### src/rtl/hazard_ctrl.sv
// Pipeline hazard control: produces hold, flush and freeze controls for the PC, if_id, id_ex and
// ex_mem registers. It also runs a memory wait-state timeout FSM and keeps stall/flush counters.
module hazard_ctrl #(
  parameter int unsigned MEM_TIMEOUT = 16,
  parameter int unsigned CNT_W       = 32
) (
  input  logic             clk,
  input  logic             rst,
  input  logic [4:0]       id_rs1_addr_i,
  input  logic [4:0]       id_rs2_addr_i,
  input  logic             id_rs1_used_i,
  input  logic             id_rs2_used_i,
  input  logic [4:0]       ex_rd_addr_i,
  input  logic             ex_mem_re_i,
  input  logic             ex_jump_en_i,
  input  logic [31:0]      ex_jump_addr_i,
  input  logic             mem_busy_i,
  output logic             pc_hold_o,
  output logic             if_id_hold_o,
  output logic             if_id_flush_o,
  output logic             hold_flag_o,
  output logic             freeze_o,
  output logic             jump_en_o,
  output logic [31:0]      jump_addr_o,
  output logic             bus_err_o,
  output logic [CNT_W-1:0] stall_cnt_o,
  output logic [CNT_W-1:0] flush_cnt_o
);

  localparam int unsigned WaitW = $clog2(MEM_TIMEOUT + 1);

  typedef enum logic [1:0] {StRun, StWait, StErr} state_e;

  state_e             state_q, state_d;
  logic [WaitW-1:0]   wait_cnt_q, wait_cnt_d;
  logic               bus_err_q, bus_err_d;
  logic [CNT_W-1:0]   stall_cnt_q, stall_cnt_d;
  logic [CNT_W-1:0]   flush_cnt_q, flush_cnt_d;

  logic load_use;
  logic freeze;
  logic stall_act;

  assign load_use = ex_mem_re_i && (ex_rd_addr_i != 5'd0) &&
                    ((id_rs1_used_i && (id_rs1_addr_i == ex_rd_addr_i)) ||
                     (id_rs2_used_i && (id_rs2_addr_i == ex_rd_addr_i)));
  assign freeze   = mem_busy_i || (state_q == StErr);

  // Priority: rst > freeze > jump > load-use.
  always_comb begin
    pc_hold_o     = 1'b0;
    if_id_hold_o  = 1'b0;
    if_id_flush_o = 1'b0;
    hold_flag_o   = 1'b0;
    freeze_o      = 1'b0;
    jump_en_o     = 1'b0;
    jump_addr_o   = 32'd0;
    stall_act     = 1'b0;
    if (!rst) begin
      if (freeze) begin
        freeze_o = 1'b1;
      end else if (ex_jump_en_i) begin
        jump_en_o     = 1'b1;
        jump_addr_o   = ex_jump_addr_i;
        if_id_flush_o = 1'b1;
        hold_flag_o   = 1'b1;
      end else if (load_use) begin
        pc_hold_o    = 1'b1;
        if_id_hold_o = 1'b1;
        hold_flag_o  = 1'b1;
        stall_act    = 1'b1;
      end
    end
  end

  always_comb begin
    state_d     = state_q;
    wait_cnt_d  = wait_cnt_q;
    bus_err_d   = bus_err_q;
    stall_cnt_d = stall_cnt_q + (stall_act ? CNT_W'(1) : CNT_W'(0));
    flush_cnt_d = flush_cnt_q + (jump_en_o ? CNT_W'(1) : CNT_W'(0));
    unique case (state_q)
      StRun: begin
        if (mem_busy_i) begin
          state_d    = StWait;
          wait_cnt_d = WaitW'(1);
        end
      end
      StWait: begin
        if (!mem_busy_i) begin
          state_d    = StRun;
          wait_cnt_d = '0;
        end else if (wait_cnt_q == WaitW'(MEM_TIMEOUT - 1)) begin
          state_d   = StErr;
          bus_err_d = 1'b1;
        end else begin
          wait_cnt_d = wait_cnt_q + WaitW'(1);
        end
      end
      StErr: begin
        bus_err_d = 1'b1;
      end
      default: begin
        state_d    = StRun;
        wait_cnt_d = '0;
      end
    endcase
  end

  always_ff @(posedge clk) begin
    if (rst) begin
      state_q     <= StRun;
      wait_cnt_q  <= '0;
      bus_err_q   <= 1'b0;
      stall_cnt_q <= '0;
      flush_cnt_q <= '0;
    end else begin
      state_q     <= state_d;
      wait_cnt_q  <= wait_cnt_d;
      bus_err_q   <= bus_err_d;
      stall_cnt_q <= stall_cnt_d;
      flush_cnt_q <= flush_cnt_d;
    end
  end

  assign bus_err_o   = bus_err_q;
  assign stall_cnt_o = stall_cnt_q;
  assign flush_cnt_o = flush_cnt_q;

endmodule

### config.mk
export PLATFORM = sky130hd
export DESIGN_NAME = hazard_ctrl
export DESIGN_NICKNAME = d
export VERILOG_FILES = /design/src/rtl/hazard_ctrl.sv
export SDC_FILE = /design/constraint.sdc
export NUM_CORES = 1
export LEC_CHECK = 0
export BUFFER_PORTS_ARGS = -buffer_cell sky130_fd_sc_hd__buf_2
export CAP_MARGIN = 40
export CORE_MARGIN = 2
export CORE_UTILIZATION = 50
export DETAILED_ROUTE_END_ITERATION = 16
export HOLD_SLACK_MARGIN = 0.12
export PLACE_DENSITY = 0.82
export REMOVE_ABC_BUFFERS = 1
export SETUP_SLACK_MARGIN = 0.4
export SYNTH_ARGS = -nofsm -noshare
export SYNTH_HDL_FRONTEND = slang
export SYNTH_SLANG_ARGS = --single-unit
### constraint.sdc
create_clock -name clk -period 5.7 [get_ports clk]
set_input_delay 0.285 -clock clk [delete_from_list [all_inputs] [get_ports clk]]
set_output_delay 0.285 -clock clk [all_outputs]
set_load 0.01 [all_outputs]
### Yosys cells after proc, flatten, opt, wreduce, memory -nomap -nowiden

Index checks and enable logic that the tools add are counted.

| operators by class | value |
|---|---|
| $add $sub $neg | 3 |
| multipliers | 0 |
| divide/modulo/power cells | 0 |
| $lt $le $gt $ge | 0 |
| equality and inequality tests | 10 |
| shift operators | 0 |
| multiplexer cells | 28 |
| bitwise logic cells | 1 |
| reduce and logical (&&, ||, !) cells | 12 |

Operator list:

| operator | number |
|---|---|
| $mux W32 | 3 |
| $add A32 B1 Y32 | 2 |
| $mux W1 | 16 |
| $mux W5 | 3 |
| $pmux W5 S3 | 1 |
| $eq A5 B5 Y1 | 2 |
| $reduce_and A3 Y1 | 3 |
| $mux W2 | 3 |
| $ne A2 B2 Y1 const B | 3 |
| $ne A3 B3 Y1 const B | 2 |
| $pmux W2 S3 | 1 |
| $add A5 B1 Y5 const B | 1 |
| $eq A5 B4 Y1 const B | 1 |
| $reduce_bool A5 Y1 | 1 |
| $logic_and A1 B1 Y1 | 4 |
| $eq A2 B1 Y1 const B | 1 |
| $eq A2 B2 Y1 const B | 1 |
| $logic_not A2 Y1 | 1 |
| $logic_or A1 B1 Y1 | 2 |
| $pmux W1 S2 | 1 |
| $reduce_bool A2 Y1 | 1 |
| $not A1 Y1 | 1 |

| storage, ports and cells | value |
|---|---|
| register bits | 72 |
| bits in latches | 0 |
| memory bits (writable) | 0 |
| memory bits (read-only) | 0 |
| input bits | 54 |
| output and inout port bits | 103 |
| logic and storage cells | 59 |
| memories kept | 0 |

### Longest topological paths before layout

Gate-level depths: netlist of the first run.

| logic depth | value |
|---|---|
| word-level depth | 10 |
| depth in mapped cells | 13 |
| mapped depth without buffers | 10 |

### Least setup slack after synthesis of the first run

Ideal clock, no wire load.

| path | value |
|---|---|
| path type | reg2reg |
| from | reg state_q[0] |
| to | reg stall_cnt_q[20], in the netlist stall_cnt_o[20] |
| library setup time | 0.070 ns |
| data arrival time | 3.152 ns |
| required time | 5.630 ns |
| path slack | 2.479 ns |
| stages on the path, launching flop included | 14 |
| buffers on the path | 3 |
| period minus slack after synthesis | 3.221 ns |
| path through | dfxtp_1 clkbuf_1 nor2b_1 nor3_1 o211ai_1 nor3_1 ha_1 ha_1 and4_1 buf_4 nand3_2 buf_6 or4_1 a21oi_1 |

| on the way | value |
|---|---|
| longest elaborated chain between the ends | 6 |

RTL lines:

| element | RTL line | text |
|---|---|---|
| from (decl) | 34 | `state_e state_q, state_d;` |
| from (signal assigned) | 112 | `state_q <= StRun;` |
| from (signal assigned) | 118 | `state_q <= state_d;` |
| $eq A2 B2 Y1 | 47 | `assign freeze = mem_busy_i \|\| (state_q == StErr);` |
| $logic_or A1 B1 Y1 | 47 |  |
| $mux W1 (2 in series) | - |  |
| net if_id_hold_o | 19 | `output logic if_id_hold_o,` |
| $mux W1 | 80 | `stall_cnt_d = stall_cnt_q + (stall_act ? CNT_W'(1) : CNT_W'(0));` |
| $add A32 B1 Y32 | 80 |  |
| to (signal assigned) | 121 | `stall_cnt_q <= stall_cnt_d;` |
| to (decl) | 37 | `logic [CNT_W-1:0] stall_cnt_q, stall_cnt_d;` |

The timed path passes the listed nets, and every way through them passes these cells.
A chain may end at the register's enable or synchronous reset.

### Worst setup path in the final report of the first run

| path | value |
|---|---|
| from | reg state_q[0] |
| to | reg stall_cnt_q[31], in the netlist stall_cnt_o[31] |

| on the way | value |
|---|---|
| longest elaborated chain between the ends | 6 |

RTL lines:

| element | RTL line | text |
|---|---|---|
| $eq A2 B2 Y1 | 47 |  |
| $logic_or A1 B1 Y1 | 47 |  |
| $mux W1 | 60 | `if (freeze) begin` |
| $mux W1 | 59 | `if (!rst) begin` |
| $mux W1 | 80 |  |
| $add A32 B1 Y32 | 80 |  |

No other way between the ends.

==> results.py, run 1 <==
metrics = {
    "placement": {
        "dpl.hpwl_um": 7330,
        "place_inst": 684,
        "io_buffers": 156,
        "place_congestion": 0.832,
    },
    "synthesis": {
        "yosysUniqueCellTypes": 43,
        "yosysWarnings": 0,
        "yosys.area_share.xor_xnor": 0.0808,
        "yosys.area_share.simple": 0.336,
        "ys_ff_latch": 72,
        "post_synth.cell_area_avg_um2": 8.54,
        "muxShareOfSynthArea": 0.0256,
        "synth-adder-area-share": 0.0192,
        "seq_area_frac_synth": 0.369,
        "synth_top_family_by_area": "simple AND/OR/NAND/NOR gates",
        "synth_compound_area_frac": 0.112,
        "syn_inst": 457,
        "syn_area_um2": 3900,
    },
    "grt": {
        "grt_pass1_vias": 3619,
        "grt.total_usage": 0.236,
        "grt_max_degree": 82,
        "grt_pass1_wl_um": 16500,
        "overflow": 0,
        "antenna_found_initial": 0,
    },
    "worst_hold_path": {
        "min_from": "mem_busy_i",
        "hold_end": "state_q[0]",
        "hp-class": "in -> reg",
        "min_delay_path_depth": 3,
    },
    "worst_setup_path": {
        "r2r_start": "state_q[0]",
        "worstPathRequired_ns": 5.92,
        "path_max_fanout": 34,
        "cp_top_family": "simple AND/OR/NAND/NOR gates",
        "worst-r2r-cell-count": 10,
        "crit_type": "reg -> reg",
        "cp.depth": 10,
        "r2r_end": "stall_cnt_o[31]",
        "rrSetupSlack_ns": 2.21,
        "endpoint_kind": "flop",
        "startpoint_type": "flop",
        "worstPathArrival_ns": 3.72,
        "cp_cell_sequence": "nor2b_1, nor3_2, buf_4, o211ai_1, nor3_1, ha_1, and4_1, nand4_1, nor4_1, mux2_2",
        "crit_slowest_cell": "dfxtp_1",
        "crit_buf_inv": 1,
        "slowest_delay_ns": 0.48,
    },
    "timing": {
        "hold_violations": 0,
        "fin_crit_sh": 0.613,
        "worst_pin_slew_ns": 0.826,
        "finalSetupViolations": 0,
        "min_period_ns": 3.49,
        "relSlewSlack": 0.449,
        "maxSlewViolCount": 0,
        "fin_skew_ns": 0.00584,
        "fmax_mhz": 286,
        "rsz0062_at_grt": "no",
        "fin_setup_tns_ns": 0,
    },
    "clocking": {
        "cts.path.max_buffers": 2,
        "clkSinkCount": 72,
        "cts_buffers": 9,
        "post_cts_resized": 0,
        "cts_hold_buf": 0,
        "cts_tree": "yes",
        "clk_pin_slew_ns": 0.07,
        "insertion_delay_ns": 0.33,
        "ctsRootBufferMaster": "clkbuf_8",
        "htree_num_levels": 3,
        "postCtsSetupRepairBufs": 0,
    },
    "detailed_routing": {
        "vias": 3993,
        "first_iter_violations": 214,
        "drt.antenna.violating_nets": 0,
        "vias_per_cell": 5.72,
        "wl_per_cell_um": 14.4,
        "drt_first_pass_iters": 4,
        "drc": 0,
        "routed_wl_um": 10000,
    },
    "floorplanning": {
        "die_h_um": 92.3,
        "rows": 32,
        "core_area_um2": 7650,
        "die_w_um": 92.3,
        "die-area_um2": 8530,
        "io_pins": 157,
        "initial_utilization": 0.510,
    },
    "power": {
        "leakagePower_nw": 2.18,
        "vdd_ir_drop_max_uv": 87.2,
        "powerDensity_nw_per_um2": 195,
    },
    "finish": {
        "finalNetCount": 653,
        "multi_input_comb_area_um2": 2240,
        "drive_gt1_frac": 0.309,
        "nFillCells": 710,
        "post-route-util": 0.629,
        "area_delta_synth_final_pct": 23.3,
        "seq_area_um2": 1440,
        "diodes": 0,
        "final-instance-count-excl-fill": 698,
    },
    "run": {
        "max-cap-violations": 0,
    },
    "status": {
        "outcome": "finished clean",
    },
}
==> cells in the mapped netlist, drive strengths merged <==
cell type     number  area [um2]
nor2b             18         113
nand4b             3        26.3
o31ai             21         158
dlymetal6s2s       1        12.5
o22a               2        17.5
nand4             24         163
a31oi              1        6.26
a32oi              1        8.76
and2               7        43.8
nand3b             1        7.51
and4              13         114
o41ai              1        8.76
inv                8        30.0
o21ba              1        10.0
o211ai             1        7.51
mux2i              1        10.0
clkbuf            19        71.3
ha                 6        75.1
xnor2             10        87.6
or4               21         158
o21bai             2        15.0
buf               13         109
o21ai              7        35.0
nor3               4        20.0
xor2              26         228
nor4              11        68.8
nand2b             2        12.5
or2                1        6.26
o31a               1        8.76
nand2             20        75.1
dfxtp             72        1440
mux2               8        90.1
nor2              36         135
nand3             20         105
or3                7        43.8
a21oi             31         155
a211oi             1        7.51
and3              35         219
==> placed cells by master, fill, tap and decap left out, types with 2 or more instances in the layout <==
cell      instances
mux2_2            8
dfxtp_1          72
nand2b_1          2
nor2_1           36
nand4_2           2
nand3_1          19
and3_1           35
nand4b_1          3
or4_1            21
xnor2_1          10
nor3_1            3
nand2_1          20
buf_4             2
nand4_1          22
nor2b_1          18
nor4_1           11
clkbuf_8         12
ha_1              6
o31ai_1          21
inv_1             8
buf_2           156
o21ai_0           7
o21bai_1          2
clkbuf_1          2
and4_1           13
a21oi_1          31
and2_1            6
or3_1             7
o22a_1            2
xor2_1           26
==> worst reg2reg max path, cell delays in order (launching register included) <==
cell	delay, ns
dfxtp_1	0.48
nor2b_1	0.12
nor3_2	0.12
buf_4	0.28
o211ai_1	0.15
nor3_1	0.38
ha_1	0.27
and4_1	0.28
nand4_1	0.47
nor4_1	0.45
mux2_2	0.37
==> layer usage <==
layer | up-vias | part of all wire | track usage
li1 | 1966 | - | -
met1 | 1873 | 0.43 | 0.294
met2 | 139 | 0.49 | 0.410
met3 | 15 | 0.059 | 0.0456
met4 | 0 | 0.019 | 0.0746
met5 | - | 0 | 0
==> registers in the layout (all words and copies together) (netlist names) <==
| signal | cells |
|---|---|
| flush_cnt_o | 32 |
| bus_err_o | 1 |
| wait_cnt_q | 5 |
| stall_cnt_o | 32 |
| state_q | 2 |
==> through the flow <==
stage                     setup slack [ns]  power, mW  area, um2  hold WS [ns]
final                                 2.21      0.939       4810         0.329
after detailed placement              2.22      0.585       4640         0.469
after floorplan                       1.49      0.542       3710         0.354
after global placement                2.40      0.583       4640         0.459
after CTS                             2.18      0.946       4810         0.312
after global routing                  1.90      0.976       4810         0.334
==> how the worst max path moves through the flow <==
| stage | start | endpoint | slack [ns] |
|---|---|---|---|
| after floorplan | state_q[0] | stall_cnt_o[22] | 1.49 |
| after global placement | state_q[0] | stall_cnt_o[31] | 2.40 |
| after detailed placement | state_q[0] | stall_cnt_o[31] | 2.22 |
| after CTS | state_q[0] | stall_cnt_o[31] | 2.18 |
| after global routing | state_q[0] | stall_cnt_o[31] | 1.90 |
| final | state_q[0] | stall_cnt_o[31] | 2.21 |
==> cell families after synthesis <==
| logic type | count (synthesis) |
|---|---|
| buffers and inverters | 41 |
| multiplexers | 9 |
| AND/OR/NAND/NOR | 223 |
| XOR/XNOR | 36 |
| AO/OA/AOI/OAI | 70 |
| flip-flops | 72 |
| adder cells (fa/ha/maj) | 6 |
==> area by class of cell <==
type | count | share of cell area
tap | 102 | 0.0265
timing repair buffer | 158 | 0.165
inverter | 8 | 0.00624
multi-input combinational | 344 | 0.466
clock buffer | 14 | 0.0359
sequential | 72 | 0.300
==> where the power goes <==
part	switching (mW)	leakage, nW	internal [mW]
Sequential	0.00213	0.580	0.504
Combinational	0.0365	1.51	0.0306
Clock	0.175	0.0886	0.190
Total	0.214	2.18	0.725
Power figures use the tool's default switching activity.
==> inputs of run 2 (changes only) <==
Settings changed: ABC_AREA set to 1, CORE_UTILIZATION 50 to 45, PLACE_DENSITY 0.82 to 0.76.
Clock period 5.7 ns to 2.97 ns, I/O delays scaled along.
==> run 2 against run 1 <==
Worst setup slack got worse by 1.5 ns. Sequential share of layout area fell by 3.8 points. Critical path depth rose by 5. Largest cell class unchanged.
==> results.py, run 2 <==
metrics = {
    "status": {
        "outcome": "finished clean",
    },
    "clocking": {
        "ctsRootBufferMaster": "clkbuf_8",
        "insertion_delay_ns": 0.34,
        "clk_pin_slew_ns": 0.08,
        "clkSinkCount": 72,
        "cts_hold_buf": 0,
        "cts.path.max_buffers": 2,
        "htree_num_levels": 3,
        "cts_buffers": 9,
        "cts_tree": "yes",
    },
    "synthesis": {
        "syn_area_um2": 4350,
        "synth_top_area_frac": 0.331,
        "syn_inst": 738,
        "yosys-top-cells-count": "211 x nand2_1, 171 x nor2_1, 109 x inv_1",
        "synth_edf_count": 0,
        "synthTopCellsByArea": "dfxtp_1 33%, nand2_1 18%, nor2_1 15%",
        "synth_async_sr_flop_share": 0,
        "synth_top_cell_by_area": "dfxtp_1",
        "yosysWarnings": 0,
        "synthMostInstantiatedCell": "nand2_1",
        "seq_area_frac_synth": 0.331,
        "post_synth.cell_area_avg_um2": 5.90,
        "synth-main-ff-cell": "dfxtp_1",
        "yosysUniqueCellTypes": 30,
        "ys_ff_latch": 72,
    },
    "floorplanning": {
        "die-area_um2": 10500,
        "initial_utilization": 0.467,
        "core_area_um2": 9330,
        "die_h_um": 102,
        "io_pins": 157,
        "rows": 35,
        "die_w_um": 102,
    },
    "grt": {
        "overflow": 0,
        "antenna_found_initial": 0,
        "grt_pass1_vias": 4393,
        "grt_pass1_wl_um": 20000,
        "grt.total_usage": 0.241,
        "grt_max_degree": 56,
    },
    "detailed_routing": {
        "drc": 0,
        "vias": 4965,
        "wl_per_cell_um": 12.0,
        "drt_first_pass_iters": 5,
        "vias_per_cell": 4.82,
        "first_iter_violations": 257,
        "drt.antenna.violating_nets": 0,
        "routed_wl_um": 12400,
    },
    "power": {
        "sw_frac_of_total": 0.234,
        "p_comb_frac": 0.073,
        "clkPwrFrac": 0.437,
        "leakagePower_nw": 2.44,
        "p_sw_mw": 0.465,
        "p_seq_frac": 0.490,
        "vdd_ir_drop_max_uv": 209,
        "p_int_mw": 1.52,
        "powerDensity_nw_per_um2": 360,
        "power_mw": 1.99,
    },
    "finish": {
        "final-instance-count-excl-fill": 1031,
        "post-route-util": 0.592,
        "mostFrequentLayoutCells": "211 x nand2_1, 169 x nor2_1, 156 x buf_2, 109 x inv_1, 72 x dfxtp_1",
        "drive_gt1_frac": 0.229,
        "final_common_cell": "nand2_1",
        "area_delta_synth_final_pct": 26.8,
        "nFillCells": 944,
        "diodes": 0,
        "final_area_um2": 5520,
        "finalNetCount": 957,
    },
    "placement": {
        "place_inst": 1013,
        "place_congestion": 0.923,
        "io_buffers": 156,
        "placed_cell_area_um2": 5260,
        "dpl.hpwl_um": 9630,
    },
    "worst_setup_path": {
        "r2r_end": "flush_cnt_o[20]",
        "crit_type": "reg -> reg",
        "endpoint_kind": "flop",
        "crit_buf_inv": 3,
        "crit_start": "state_q[0]",
        "crit_slowest_cell": "dfxtp_1",
        "rrSetupSlack_ns": 0.70,
        "cp.depth": 15,
        "worstPathArrival_ns": 2.51,
        "worst-r2r-cell-count": 15,
        "path_max_fanout": 7,
        "slowest_delay_ns": 0.36,
        "startpoint_type": "flop",
        "endpoint": "flush_cnt_o[20]",
        "r2r_start": "state_q[0]",
        "cp_top_family": "simple AND/OR/NAND/NOR gates",
        "worstPathRequired_ns": 3.21,
        "cp_cell_sequence": "inv_1, nand2_1, inv_1, nor2_4, nand3_1, inv_1, ha_1, ha_2, nand3_2, nor2_4, nand3_1, nor2_1, nand2_1, nand2_1, nor2_1",
    },
    "timing": {
        "fmax_mhz": 440,
        "worst_pin_slew_ns": 0.610,
        "maxSlewViolCount": 0,
        "fin_setup_tns_ns": 0,
        "relSlewSlack": 0.593,
        "hold_violations": 0,
        "fin_skew_ns": 0.0119,
        "fin_crit_sh": 0.764,
        "finalSetupViolations": 0,
        "min_period_ns": 2.27,
        "rsz0062_at_grt": "no",
    },
    "worst_hold_path": {
        "hp-class": "in -> reg",
    },
    "run": {
        "max-cap-violations": 0,
    },
}
## run 2: changes by cell type after synthesis, sizes merged, moves of 22 or more
cell / delta
xor2: -22
and3: -34
nor2: +150
nand2: +195
nand3: +23
inv: +101
## run 2: power groups by stage
stage,Clock [mW],Combinational (mW),Sequential (mW)
6_report,0.868,0.145,0.973
5_1_grt,0.926,0.165,0.973
4_1_cts,0.890,0.145,0.972
3_5_place_dp,0,0.145,0.995
3_3_place_gp,0,0.143,0.995
2_1_floorplan,0,0.0649,0.995
## run 2: how the worst min path moves through the flow
stage,start,endpoint,slack (ns),cells past startpoint
after floorplan,rst,flush_cnt_o[11],0.22,1
after global placement,bus_err_o,bus_err_o,0.47,2
after detailed placement,stall_cnt_o[31],stall_cnt_o[31],0.47,2
after CTS,mem_busy_i,state_q[0],0.16,3
after global routing,mem_busy_i,state_q[0],0.22,3
final,mem_busy_i,state_q[0],0.20,3
## run 2: through the flow
step	setup slack (ns)	hold WS (ns)
after floorplan	0.0458	0.218
after global placement	0.655	0.466
after detailed placement	0.527	0.473
after CTS	0.519	0.160
after global routing	0.384	0.219
final	0.700	0.197
## run 2: kinds of logic after synthesis
| family | Yosys count | share of synthesized area |
|---|---|---|
| AOI/OAI and AO/OA | 72 | 0.0868 |
| buffers and inverters | 124 | 0.110 |
| xor gates and xnor gates | 10 | 0.0201 |
| adders and majority gates | 6 | 0.0173 |
| DFF | 72 | 0.331 |
| and+or+nand+nor | 454 | 0.435 |
## run 2: layout make-up
type                    count  area [um2]  share of cell area
multi-input cells         542        2460               0.446
flip-flops and latches     72        1440               0.261
repair buffers            161         818               0.148
inverters                 111         417              0.0755
well taps                 129         161              0.0292
clock buffers              10         138              0.0249
clock inverters             6        82.6              0.0150
## run 2: routing by layer
| metal | GRT usage | wire length (um) | vias up |
|---|---|---|---|
| li1 | - | - | 2571 |
| met1 | 0.319 | 5580 | 2193 |
| met2 | 0.403 | 5930 | 189 |
| met3 | 0.0369 | 790 | 12 |
| met4 | 0.0790 | 107 | 0 |
| met5 | 0 | 0 | - |
## run 2: repair_timing
item	CTS	global route
endpoints found under the setup margin	0	14
setup buffers	0	2
resized for setup	0	7
## run 2: worst reg2reg max path, cell delays in order (launching register included)
cell and delay [ns]:
dfxtp_1 0.36, inv_1 0.08, nand2_1 0.06, inv_1 0.06, nor2_4 0.10, nand3_1 0.09
inv_1 0.13, ha_1 0.25, ha_2 0.25, nand3_2 0.14, nor2_4 0.20, nand3_1 0.14
nor2_1 0.16, nand2_1 0.07, nand2_1 0.06, nor2_1 0.04
